$ cat config.mk
export PLATFORM = sky130hd
export DESIGN_NAME = fetch_unit
export DESIGN_NICKNAME = d
export VERILOG_FILES = /design/src/rtl/fetch_unit_pkg.sv /design/src/rtl/fetch_unit_imm_gen.sv /design/src/rtl/fetch_unit.sv
export SDC_FILE = /design/constraint.sdc
export NUM_CORES = 1
export LEC_CHECK = 0
export BUFFER_PORTS_ARGS = -buffer_cell sky130_fd_sc_hd__buf_2
export CORE_MARGIN = 2
export CORE_UTILIZATION = 43
export CTS_CLUSTER_SIZE = 24
export DETAILED_ROUTE_END_ITERATION = 16
export PLACE_DENSITY_LB_ADDON = 0.25
export SLEW_MARGIN = 10
export SYNTH_ARGS = -nofsm -noshare
export SYNTH_HDL_FRONTEND = slang
export SYNTH_SLANG_ARGS = --single-unit
export TNS_END_PERCENT = 20
$ cat constraint.sdc
create_clock -name clk -period 3.1 [get_ports clk]
set_input_delay 0.62 -clock clk [delete_from_list [all_inputs] [get_ports clk]]
set_output_delay 0.62 -clock clk [all_outputs]
set_load 0.02 [all_outputs]
$ cat src/rtl/fetch_unit_pkg.sv
// Shared definitions for the fetch stage: RV32 base opcodes (also used by
// decode) and the fetch FSM state encoding.
package fetch_unit_pkg;

    localparam logic [6:0] OP_R      = 7'b0110011;
    localparam logic [6:0] OP_I      = 7'b0010011;
    localparam logic [6:0] OP_LOAD   = 7'b0000011;
    localparam logic [6:0] OP_STORE  = 7'b0100011;
    localparam logic [6:0] OP_BRANCH = 7'b1100011;
    localparam logic [6:0] OP_JAL    = 7'b1101111;
    localparam logic [6:0] OP_JALR   = 7'b1100111;
    localparam logic [6:0] OP_LUI    = 7'b0110111;
    localparam logic [6:0] OP_AUIPC  = 7'b0010111;

    // RUN: free to request; WAIT: one request outstanding, response wanted;
    // KILL: one request outstanding whose response belongs to a dead path.
    typedef enum logic [1:0] {
        FS_RUN  = 2'd0,
        FS_WAIT = 2'd1,
        FS_KILL = 2'd2
    } fetchState_t;

endpackage

$ cat src/rtl/fetch_unit_imm_gen.sv
// Immediate generator: purely combinational, shared between fetch and decode.
module imm_gen
    import fetch_unit_pkg::*;
(
    input  logic [31:0] instr,
    output logic [31:0] imm
);

    // Select the immediate format from the opcode and sign-extend it.
    always_comb begin
        // NOTE: default assignment first so no opcode path leaves imm unassigned (no latch).
        imm = '0;
        case (instr[6:0])
            OP_I, OP_LOAD, OP_JALR:
                imm = {{20{instr[31]}}, instr[31:20]};
            OP_STORE:
                imm = {{20{instr[31]}}, instr[31:25], instr[11:7]};
            OP_BRANCH:
                imm = {{19{instr[31]}}, instr[31], instr[7], instr[30:25], instr[11:8], 1'b0};
            OP_LUI, OP_AUIPC:
                imm = {instr[31:12], 12'b0};
            OP_JAL:
                imm = {{11{instr[31]}}, instr[31], instr[19:12], instr[20], instr[30:21], 1'b0};
            default:
                imm = '0;
        endcase
    end

endmodule

$ cat src/rtl/fetch_unit.sv
// Instruction fetch stage: one-outstanding-request memory interface, a small
// instruction FIFO with PCs, field split and immediate generation of the head,
// and downstream PC redirects that flush the wrong path.
module fetch_unit
    import fetch_unit_pkg::*;
#(
    parameter int          DEPTH    = 4,
    parameter logic [31:0] RESET_PC = 32'h0000_0000
)
(
    input  logic        clk,
    input  logic        reset,
    output logic        imem_req,
    output logic [31:0] imem_addr,
    input  logic        imem_gnt,
    input  logic        imem_rvalid,
    input  logic [31:0] imem_rdata,
    input  logic        redirect_valid,
    input  logic [31:0] redirect_pc,
    output logic        out_valid,
    input  logic        out_ready,
    output logic [31:0] out_pc,
    output logic [6:0]  opcode,
    output logic [4:0]  rd,
    output logic [2:0]  func3,
    output logic [4:0]  rs1,
    output logic [4:0]  rs2,
    output logic [6:0]  func7,
    output logic [31:0] imm
);

    localparam int PTR_W = $clog2(DEPTH);
    localparam int CNT_W = PTR_W + 1;
    localparam logic [CNT_W-1:0] FULL_COUNT = CNT_W'(DEPTH);

    fetchState_t      state;
    logic [31:0]      fetchPc;
    logic [31:0]      reqPc;
    logic [PTR_W-1:0] wrPtr;
    logic [PTR_W-1:0] rdPtr;
    logic [CNT_W-1:0] count;

    logic [31:0]      pcMem    [DEPTH];
    logic [31:0]      instrMem [DEPTH];

    logic             grant;
    logic             push;
    logic             pop;
    logic             headValid;
    logic [31:0]      headInstr;
    logic [31:0]      headPc;
    logic [31:0]      headImm;

    // Request only when free and there is room for the response; the address
    // is the registered fetch PC, so it stays stable until granted.
    assign imem_req  = !reset && (state == FS_RUN) && (count < FULL_COUNT);
    assign imem_addr = fetchPc;
    assign grant     = imem_req && imem_gnt;

    // A redirect kills both the in-flight response and any head consumption.
    assign push      = (state == FS_WAIT) && imem_rvalid && !redirect_valid;
    assign headValid = (count != '0);
    assign pop       = headValid && out_ready && !redirect_valid;

    // Fetch FSM, PC tracking and FIFO pointers/occupancy.
    always_ff @(posedge clk) begin
        // NOTE: sequential state uses non-blocking assignments so every register samples pre-edge values.
        if (reset) begin
            state   <= FS_RUN;
            fetchPc <= RESET_PC;
            reqPc   <= RESET_PC;
            wrPtr   <= '0;
            rdPtr   <= '0;
            count   <= '0;
        end else if (redirect_valid) begin
            fetchPc <= redirect_pc & ~32'd3;
            wrPtr   <= '0;
            rdPtr   <= '0;
            count   <= '0;
            case (state)
                FS_RUN:  state <= grant ? FS_KILL : FS_RUN;
                FS_WAIT: state <= imem_rvalid ? FS_RUN : FS_KILL;
                FS_KILL: state <= imem_rvalid ? FS_RUN : FS_KILL;
                default: state <= FS_RUN;
            endcase
        end else begin
            case (state)
                FS_RUN: begin
                    if (grant) begin
                        reqPc   <= fetchPc;
                        fetchPc <= fetchPc + 32'd4;
                        state   <= FS_WAIT;
                    end
                end
                FS_WAIT: if (imem_rvalid) state <= FS_RUN;
                FS_KILL: if (imem_rvalid) state <= FS_RUN;
                default: state <= FS_RUN;
            endcase

            if (push) wrPtr <= wrPtr + 1'b1;
            if (pop)  rdPtr <= rdPtr + 1'b1;
            case ({push, pop})
                2'b10:   count <= count + 1'b1;
                2'b01:   count <= count - 1'b1;
                default: count <= count;
            endcase
        end
    end

    // FIFO storage write: PC of the outstanding request alongside its word.
    always_ff @(posedge clk) begin
        // NOTE: FIFO storage is deliberately not reset; count gates every read, so stale entries are never visible.
        if (!reset && push) begin
            pcMem[wrPtr]    <= reqPc;
            instrMem[wrPtr] <= imem_rdata;
        end
    end

    assign headInstr = instrMem[rdPtr];
    assign headPc    = pcMem[rdPtr];

    imm_gen u_imm_gen (
        .instr (headInstr),
        .imm   (headImm)
    );

    // Present the head; all fields read as zero while nothing is valid.
    assign out_valid = headValid;
    assign out_pc    = headValid ? headPc           : '0;
    assign opcode    = headValid ? headInstr[6:0]   : '0;
    assign rd        = headValid ? headInstr[11:7]  : '0;
    assign func3     = headValid ? headInstr[14:12] : '0;
    assign rs1       = headValid ? headInstr[19:15] : '0;
    assign rs2       = headValid ? headInstr[24:20] : '0;
    assign func7     = headValid ? headInstr[31:25] : '0;
    assign imm       = headValid ? headImm          : '0;

endmodule

After elaboration in Yosys (flattened, before gate mapping)
Memory sizes are Yosys's and may differ from the RTL's. A register that Yosys moved wholly into a read port is not among the register bits.
Cells that the tools add are included.
{ "op_classes": {"n_addsub": 5, "multipliers": 0, "div_mod_pow": 0, "magnitude_cmp": 1, "eq_ne": 14, "shifts": 0, "n_mux": 26, "bitwise": 1, "reduce_logical": 23} }
{ "ops": {"columns": ["cell", "n"], "rows": [
  ["$mux W32", 5],
  ["$pmux W32 S5", 1],
  ["$add A32 B3 Y32 const B", 1],
  ["$eq A7 B7 Y1 const B", 3],
  ["$mux W2", 9],
  ["$mux W5", 3],
  ["$eq A7 B5 Y1 const B", 2],
  ["$eq A7 B6 Y1 const B", 2],
  ["$mux W7", 2],
  ["$logic_and A1 B1 Y1", 8],
  ["$pmux W2 S2", 2],
  ["$eq A7 B2 Y1 const B", 1],
  ["$pmux W3 S2", 1],
  ["$reduce_and A2 Y1", 3],
  ["$reduce_bool A2 Y1", 3],
  ["$reduce_or A2 Y1", 3],
  ["$add A2 B1 Y2 const B", 2],
  ["$eq A2 B1 Y1 const B", 2],
  ["$eq A2 B2 Y1 const B", 2],
  ["$add A3 B1 Y3 const B", 1],
  ["$lt A3 B3 Y1 const B", 1],
  ["$mux W3", 1],
  ["$ne A3 B1 Y1 const B", 1],
  ["$ne A3 B3 Y1 const B", 1],
  ["other kinds (8)", 10]
]} }
{ "word_totals": {"regBits": 73, "latch_bits": 0, "ram_bits": 256, "romBits": 0, "in_bits": 70, "out_inout_bits": 130, "wordCells": 79, "n_memories": 2} }
{ "memory_table": {"columns": ["memory", "words", "word_bits", "rd", "rd_ports_with_merged_regs", "write_ports", "line", "rtl"], "rows": [
  ["instrMem", 4, 32, 1, 1, 1, "fetch_unit.sv:44", "logic [31:0] instrMem [DEPTH];"],
  ["pcMem", 4, 32, 1, 1, 1, "fetch_unit.sv:43", "logic [31:0] pcMem [DEPTH];"]
]} }

Logic depth before layout (Yosys ltp)
Gate-level depths: netlist of the first run.
{ "depth": {"ltp_word": 7, "mapped_depth": 11, "ltp_nobuf": 10} }

Cells and area by module
Synthesis of the first run repeated with hierarchy kept, for this count alone.
{ "unflattened": {"hier_cells": 951, "hier_area_um2": 13690.6} }
{ "by_module_without_submodules": {"columns": ["module", "n_inst", "cells_each", "area_each_um2", "seq_area_each_um2"], "rows": [
  ["fetch_unit", 1, 872, 13143.9, 8868.5],
  ["imm_gen", 1, 79, 546.8, 0.0]
]} }

Worst setup path before layout of the first run
Ideal clock, no wire load.
{ "synth_timing": {"path_type": "input-to-reg", "start": "in imem_rvalid", "end": "mem instrMem[0][0], enable pin", "setup_time_ns": 0.427, "arrival_ns": 2.478, "t_required_ns": 2.673, "slack_ns": 0.195, "cell_stages": 3, "path_buffers": 1, "path_cell_list": "and2_1 -> clkbuf_1 -> and3_1"} }
{ "synth_between": {"elab_chain_cells": 5} }
{ "synth_lines": {"columns": ["item", "line", "rtl"], "rows": [
  ["start: declaration", "fetch_unit.sv:16", "input logic imem_rvalid,"],
  ["$logic_and A1 B1 Y1 (2 in series)", "fetch_unit.sv:61", "assign push = (state == FS_WAIT) && imem_rvalid && !redirect_valid;"],
  ["$logic_and A1 B1 Y1", "fetch_unit.sv:113", "if (!reset && push) begin"],
  ["$mux W1", "fetch_unit.sv:113", null],
  ["$mux W1 (implied by the code)", "fetch_unit.sv:115", "instrMem[wrPtr] <= imem_rdata;"],
  ["end: declaration", "fetch_unit.sv:44", null]
]} }
Every way passes these cells.

==> qor.json, run 1 <==
{
  "run_status": {
    "outcome": "complete, but fails checks",
    "failing_checks": "negative setup slack"
  },
  "clock_network": {
    "clock_tree.htree_level_count": 2,
    "clk_latency_ns": 0.51,
    "cts_hold_buf": 0,
    "cts_tree": "built",
    "cts_inserted_buffers": 34,
    "clockBufferDepth": 3,
    "clkSinkCount": 319,
    "clock_tree.root_cell": "clkbuf_16",
    "clkSlewWorstSetupHoldPaths_ns": 0.06
  },
  "layout": {
    "num-nets-final": 1193,
    "share_of_final_layout_standard_cells_stronger_than_drive_strength_1_pct": 34.4,
    "fin_util_pct": 53.4,
    "ff_latch_area_sq_mm": 0.00888,
    "multi_input_comb_area_sq_mm": 0.00417,
    "nFillCells": 2562,
    "fin_area_sq_mm": 0.0163,
    "area.growth.synth_to_final_pct": 22.9
  },
  "critical_path": {
    "critPathRequiredTime_ns": 2.48,
    "worst-setup-path-type": "flip-flop to primary output",
    "cp_data_arrival_time_ns": 2.74,
    "critical_path.max_fanout": 7,
    "worst_setup_path_end_kind": "primary output",
    "timing.critical_path.from_type": "flip-flop"
  },
  "timing": {
    "fin_skew_ns": 0.0301,
    "finalSetupViolations": 32,
    "achievable-frequency_mhz": 298,
    "tns_ns": -5.74,
    "slew_violations": 0,
    "finalHoldViolations": 0,
    "final.period_utilization_pct": 108,
    "unrepaired_setup_endpoints_after_global_routing": "yes",
    "finalWorstPathRequiredPeriod_ns": 3.36,
    "postLayoutSetupSlackWorst_ns": -0.261
  },
  "yosys": {
    "synthesis.area_sq_mm": 0.0132,
    "synth_sequential_area_ratio_pct": 67.1,
    "flop_and_latch_count_out_of_synthesis": 319,
    "synth-main-ff-cell": "edfxtp_1",
    "synth_cell_type_count": 56,
    "top_area_cells_in_the_synthesized_netlist": "edfxtp_1 (56%), dfxtp_1 (11%), mux4_2 (11%)",
    "post_synth_inst_count": 886,
    "count_of_flip_flops_with_a_built_in_enable_after_synthesis": 248,
    "yosysWarningCount": 0,
    "synth.avg_cell_area_sq_um": 14.9,
    "ys_top_cells_by_count": "edfxtp_1 (248), nand2_1 (90), dfxtp_1 (71)",
    "netlist.area_leader.share_pct": 56.3,
    "async_flop_share_pct": 0,
    "synth_area_leader_cell": "edfxtp_1",
    "most_common_cell_in_the_synthesized_netlist": "edfxtp_1"
  },
  "placed_design": {
    "numPortBuffers": 193,
    "post_dp_cell_area_sq_mm": 0.0148,
    "place.gp.congestion": 0.823,
    "hpwlAfterDp_um": 19300
  },
  "floorplan": {
    "vertical_die_dimension_um": 179,
    "num_io_pins": 200,
    "die_area_sq_mm": 0.0322,
    "core_area_sq_mm": 0.0304,
    "die_width_um": 179,
    "start_util_pct": 43.4,
    "number_of_rows_in_the_core_area": 64
  },
  "routing": {
    "routed_length_per_placed_instance_um": 19.6,
    "postRouteWirelength_um": 30100,
    "antenna_left": 0,
    "drc_errors": 0,
    "drtPass1Iterations": 5,
    "drt_via_density": 5.30,
    "drt_first_iter_violations": 463,
    "num_vias": 8144
  },
  "run": {
    "drv_cap": 0
  },
  "power": {
    "p_leak_nw": 5.64,
    "report.power.total_w": 0.00874,
    "pwr_density_cell_mw_per_mm2": 538,
    "irDropWorstVdd_uv": 322
  },
  "global_route": {
    "grt_pass1_wl_um": 45200,
    "antenna_found_initial": 6,
    "grt_usage_pct": 18.5,
    "overflow": 0,
    "maximum_number_of_pins_on_one_net_before_global_route_repair": 52,
    "grt_pass1_vias": 7881
  },
  "min_path": {
    "hp-class": "input port to flip-flop"
  }
}
==> power by group <==
part,internal (W),total [W],leakage (nW),switching (W)
logic,0.000110,0.000288,2.33,0.000177
registers,0.00462,0.00468,2.80,0.0000565
clock network,0.00222,0.00377,0.505,0.00156
==> worst max-delay path, stage by stage, from the launching register on <==
cell and delay (ns):
dfxtp_4 0.39, buf_4 0.12, mux4_2 0.57, mux2_4 0.35, o22ai_4 0.17, buf_6 0.16, o21ai_4 0.09, a31oi_1 0.21
buf_4 0.18
==> sequential cells by signal (all words and copies together), names as in the netlist, named ones only <==
name	count
count	3
wrPtr	2
rdPtr	2
state	2
pcMem	120
reqPc	30
instrMem	128
imem_addr	30
==> layout by cell type (no fill, tap or decap), types with 19 or more instances in the layout <==
cell type | netlist | final
a211oi_1 | 19 | 19
mux4_2 | 62 | 62
buf_2 | 8 | 173
buf_4 | 6 | 40
nor2_1 | 42 | 41
a21oi_1 | 46 | 46
nand2_1 | 90 | 90
edfxtp_1 | 248 | 248
dfxtp_1 | 71 | 69
clkbuf_16 | 0 | 35
and2_1 | 66 | 65
xnor2_1 | 24 | 24
==> final timing paths <==
path	startpoint	to	slack [ns]	cells past startpoint
max	flip-flop	imm[11]	-0.26	8
min	imem_rdata[17]	instrMem[0][17]	0.33	1
min reg2reg	reqPc[25]	reqPc[25]	0.50	2
max reg2reg	count[2]	count[2]	0.69	8
==> stage by stage <==
step                      setup WS, ns  hold WS, ns  cells
after CTS                       -0.264        0.309   1530
after global routing            -0.351        0.314   1534
after floorplan                  0.195        0.460    889
after global placement          0.0972        0.479   1454
final                           -0.261        0.334   1537
after detailed placement        0.0340        0.492   1454
==> kinds of logic after synthesis <==
group                      synth area share, %
buffers and inverters                     2.55
other                                   0.0284
xor gates and xnor gates                  1.85
and+or+nand+nor                           10.9
muxes                                     10.9
adders and majority gates                 1.00
AOI/OAI and AO/OA                         5.73
DFF                                       67.1
==> cell type report <==
class                      instances  area share, %
clock inverter                    12          0.554
tap                              396           3.05
sequential                       319           54.6
clock buffer                      49           5.84
antenna                            3         0.0462
multi-input combinational        500           25.7
timing repair buffer             241           9.82
inverter                          17          0.393
==> metal layers <==
metal	share of wire, %	vias up	routed length, um	GRT usage (%)
met5	0.16	-	47	0
met4	1.8	8	555	4.70
met3	7.1	47	2150	4.56
met2	47	256	14200	30.5
met1	44	4043	13100	24.8
li1	-	3790	-	-
==> repair_timing <==
| action | in CTS | in global routing |
|---|---|---|
| setup buffers | 12 | 2 |
| gates cloned | 3 | 1 |
| pin swaps | 6 | 8 |
| setup endpoints to repair | 63 | 44 |
| resized for setup | 20 | 39 |
Note: power is estimated with default switching activity, not from simulation.
==> run 2: changes to the inputs <==
==> constraint.sdc (replaced) <==
create_clock -name clk -period 3.1 [get_ports clk]
set_input_delay 0.62 -clock clk [delete_from_list [all_inputs] [get_ports clk]]
set_output_delay 0.62 -clock clk [all_outputs]
set_load 0.05 [all_outputs]
==> qor.json, run 2 (synthesis gave the netlist of run 1 again) <==
{
  "placed_design": {
    "post_dp_cell_area_sq_mm": 0.0148,
    "hpwlAfterDp_um": 19500,
    "numPortBuffers": 193,
    "place.gp.congestion": 0.816
  },
  "routing": {
    "postRouteWirelength_um": 30200,
    "antenna_left": 0,
    "num_vias": 8106,
    "drtPass1Iterations": 5,
    "drt_via_density": 5.25,
    "drt_first_iter_violations": 556,
    "drc_errors": 0,
    "routed_length_per_placed_instance_um": 19.6
  },
  "critical_path": {
    "critical_path.slowest_cell": "mux4_2",
    "timing.critical_path.from_type": "flip-flop",
    "critPathRequiredTime_ns": 2.48,
    "cp_top_family": "buffers and inverters",
    "critical_path.cell_chain": "buf_12, buf_6, mux4_2, nand2_2, nor4_4, buf_4, buf_6, o21ai_4, buf_12, a21oi_2, buf_6",
    "cp_data_arrival_time_ns": 2.71,
    "cp_common_cell": "buf_6",
    "worst-path-buf-inv": 6,
    "worst-setup-path-type": "flip-flop to primary output",
    "slowest_delay_ns": 0.40,
    "reg2reg_setup_slack_ns": 0.61,
    "critical_path.max_fanout": 13,
    "worst_setup_path_end_kind": "primary output"
  },
  "timing": {
    "slew_violations": 0,
    "unrepaired_setup_endpoints_after_global_routing": "yes",
    "finalHoldViolations": 0,
    "finalWorstPathRequiredPeriod_ns": 3.33,
    "max-slew-margin-rel_pct": 53.6,
    "fin_skew_ns": 0.0177,
    "achievable-frequency_mhz": 300,
    "worst_hold_slack_ns": 0.329,
    "timing_worst_slew_pin_value_ns": 0.696,
    "finalSetupViolations": 32,
    "postLayoutSetupSlackWorst_ns": -0.230,
    "final.period_utilization_pct": 107
  },
  "layout": {
    "mostFrequentLayoutCell": "edfxtp_1",
    "registers.top_by_ff_count": "instrMem",
    "num-nets-final": 1196,
    "layout_top_registers": "instrMem (128), pcMem (120)",
    "most-common-layout-cells": "edfxtp_1 (248), buf_2 (163), nand2_1 (89), dfxtp_1 (69), and2_1 (65)",
    "area.growth.synth_to_final_pct": 24.6,
    "nFillCells": 2481,
    "largest_register_ff_count": 128,
    "share_of_final_layout_standard_cells_stronger_than_drive_strength_1_pct": 35.1,
    "fin_area_sq_mm": 0.0165
  },
  "power": {
    "p_leak_nw": 5.69,
    "power.sequential.fraction_pct": 52.5,
    "irDropWorstVdd_uv": 282,
    "comb_power_share_pct": 4.0,
    "p_int_w": 0.00706,
    "power_switching_share_pct": 20.8,
    "pwr_density_cell_mw_per_mm2": 541,
    "power.net_switching_w": 0.00186,
    "p_clk_share_pct": 43.6
  },
  "floorplan": {
    "core_area_sq_mm": 0.0304,
    "die_width_um": 179,
    "number_of_rows_in_the_core_area": 64,
    "start_util_pct": 43.4,
    "die_area_sq_mm": 0.0322,
    "num_io_pins": 200,
    "vertical_die_dimension_um": 179
  },
  "global_route": {
    "grt_pass1_wl_um": 45600,
    "overflow": 0,
    "grt_usage_pct": 18.7,
    "maximum_number_of_pins_on_one_net_before_global_route_repair": 64,
    "antenna_found_initial": 7,
    "grt_pass1_vias": 7892
  },
  "clock_network": {
    "clkSinkCount": 319,
    "cts_hold_buf": 0,
    "clockBufferDepth": 3,
    "cts_tree": "built",
    "clk_latency_ns": 0.50,
    "clock_tree.root_cell": "clkbuf_16",
    "clkSlewWorstSetupHoldPaths_ns": 0.06,
    "cts_inserted_buffers": 34,
    "clock_tree.htree_level_count": 2
  },
  "run": {
    "drv_cap": 0
  },
  "run_status": {
    "failing_checks": "negative setup slack",
    "outcome": "complete, but fails checks"
  },
  "min_path": {
    "hp-class": "input port to flip-flop"
  }
}
run 2: cell types whose count changed in the layout (fill, tap and decap cells not counted), sizes merged:
| cell | delta |
|---|---|
| buf | +4 |
| clkbuf | -1 |
| clkinvlp | +3 |
| diode | +2 |
| inv | -1 |
| o21ai | -1 |
run 2: worst paths after layout:
check                                     from              end  depth (start not counted)
worst max register to register        state[0]    imem_addr[21]                          7
worst min register to register   imem_addr[11]        reqPc[11]                          2
worst max-delay path                 flip-flop          imm[26]                         11
worst min-delay path            imem_rdata[30]  instrMem[3][30]                          1
run 2: through the flow:
| stage | setup TNS (ns) | worst slack (ns) | utilization, % | total power, W | instances |
|---|---|---|---|---|---|
| CTS | -6.64 | -0.245 | 53.8 | 0.00901 | 1535 |
| global route | -9.84 | -0.340 | 54.1 | 0.00922 | 1539 |
| floorplan | -0.0672 | -0.0224 | - | 0.00498 | 889 |
| detailed placement | 0 | 0.0352 | 48.7 | 0.00512 | 1457 |
| global placement | 0 | 0.0887 | 48.7 | 0.00511 | 1457 |
| finish | -6.22 | -0.230 | 54.1 | 0.00892 | 1543 |
run 2: per-layer routing:
layer,wire length (um),track usage (%),share of wire [%]
met1,13100,24.8,43
met2,14500,31.0,48
met3,2200,5.08,7.3
met4,421,4.27,1.4
met5,21,0,0.069
run 2: layout make-up:
cell class | count | area [sq um] | area share (%)
clock inverter | 14 | 98.8 | 0.600
timing repair buffer | 245 | 1740 | 10.5
tap | 396 | 495 | 3.01
clock buffer | 48 | 997 | 6.05
sequential | 319 | 8870 | 53.9
inverter | 17 | 63.8 | 0.387
multi-input combinational | 499 | 4200 | 25.5
antenna | 5 | 12.5 | 0.0759
run 2: power by group through the flow:
stage	Combinational, W	Clock (W)	Sequential, W
after floorplan	0.000141	0	0.00484
after global placement	0.000348	0	0.00477
after detailed placement	0.000354	0	0.00477
after CTS	0.000357	0.00397	0.00468
after global routing	0.000383	0.00416	0.00468
final	0.000355	0.00388	0.00468
run 2: timing repair:
action / in CTS / in global routing
resized for setup: 83 / 17
pin swaps: 9 / 6
setup endpoints to repair: 63 / 33
cloned: 5 / 0
buffers inserted: 11 / 3
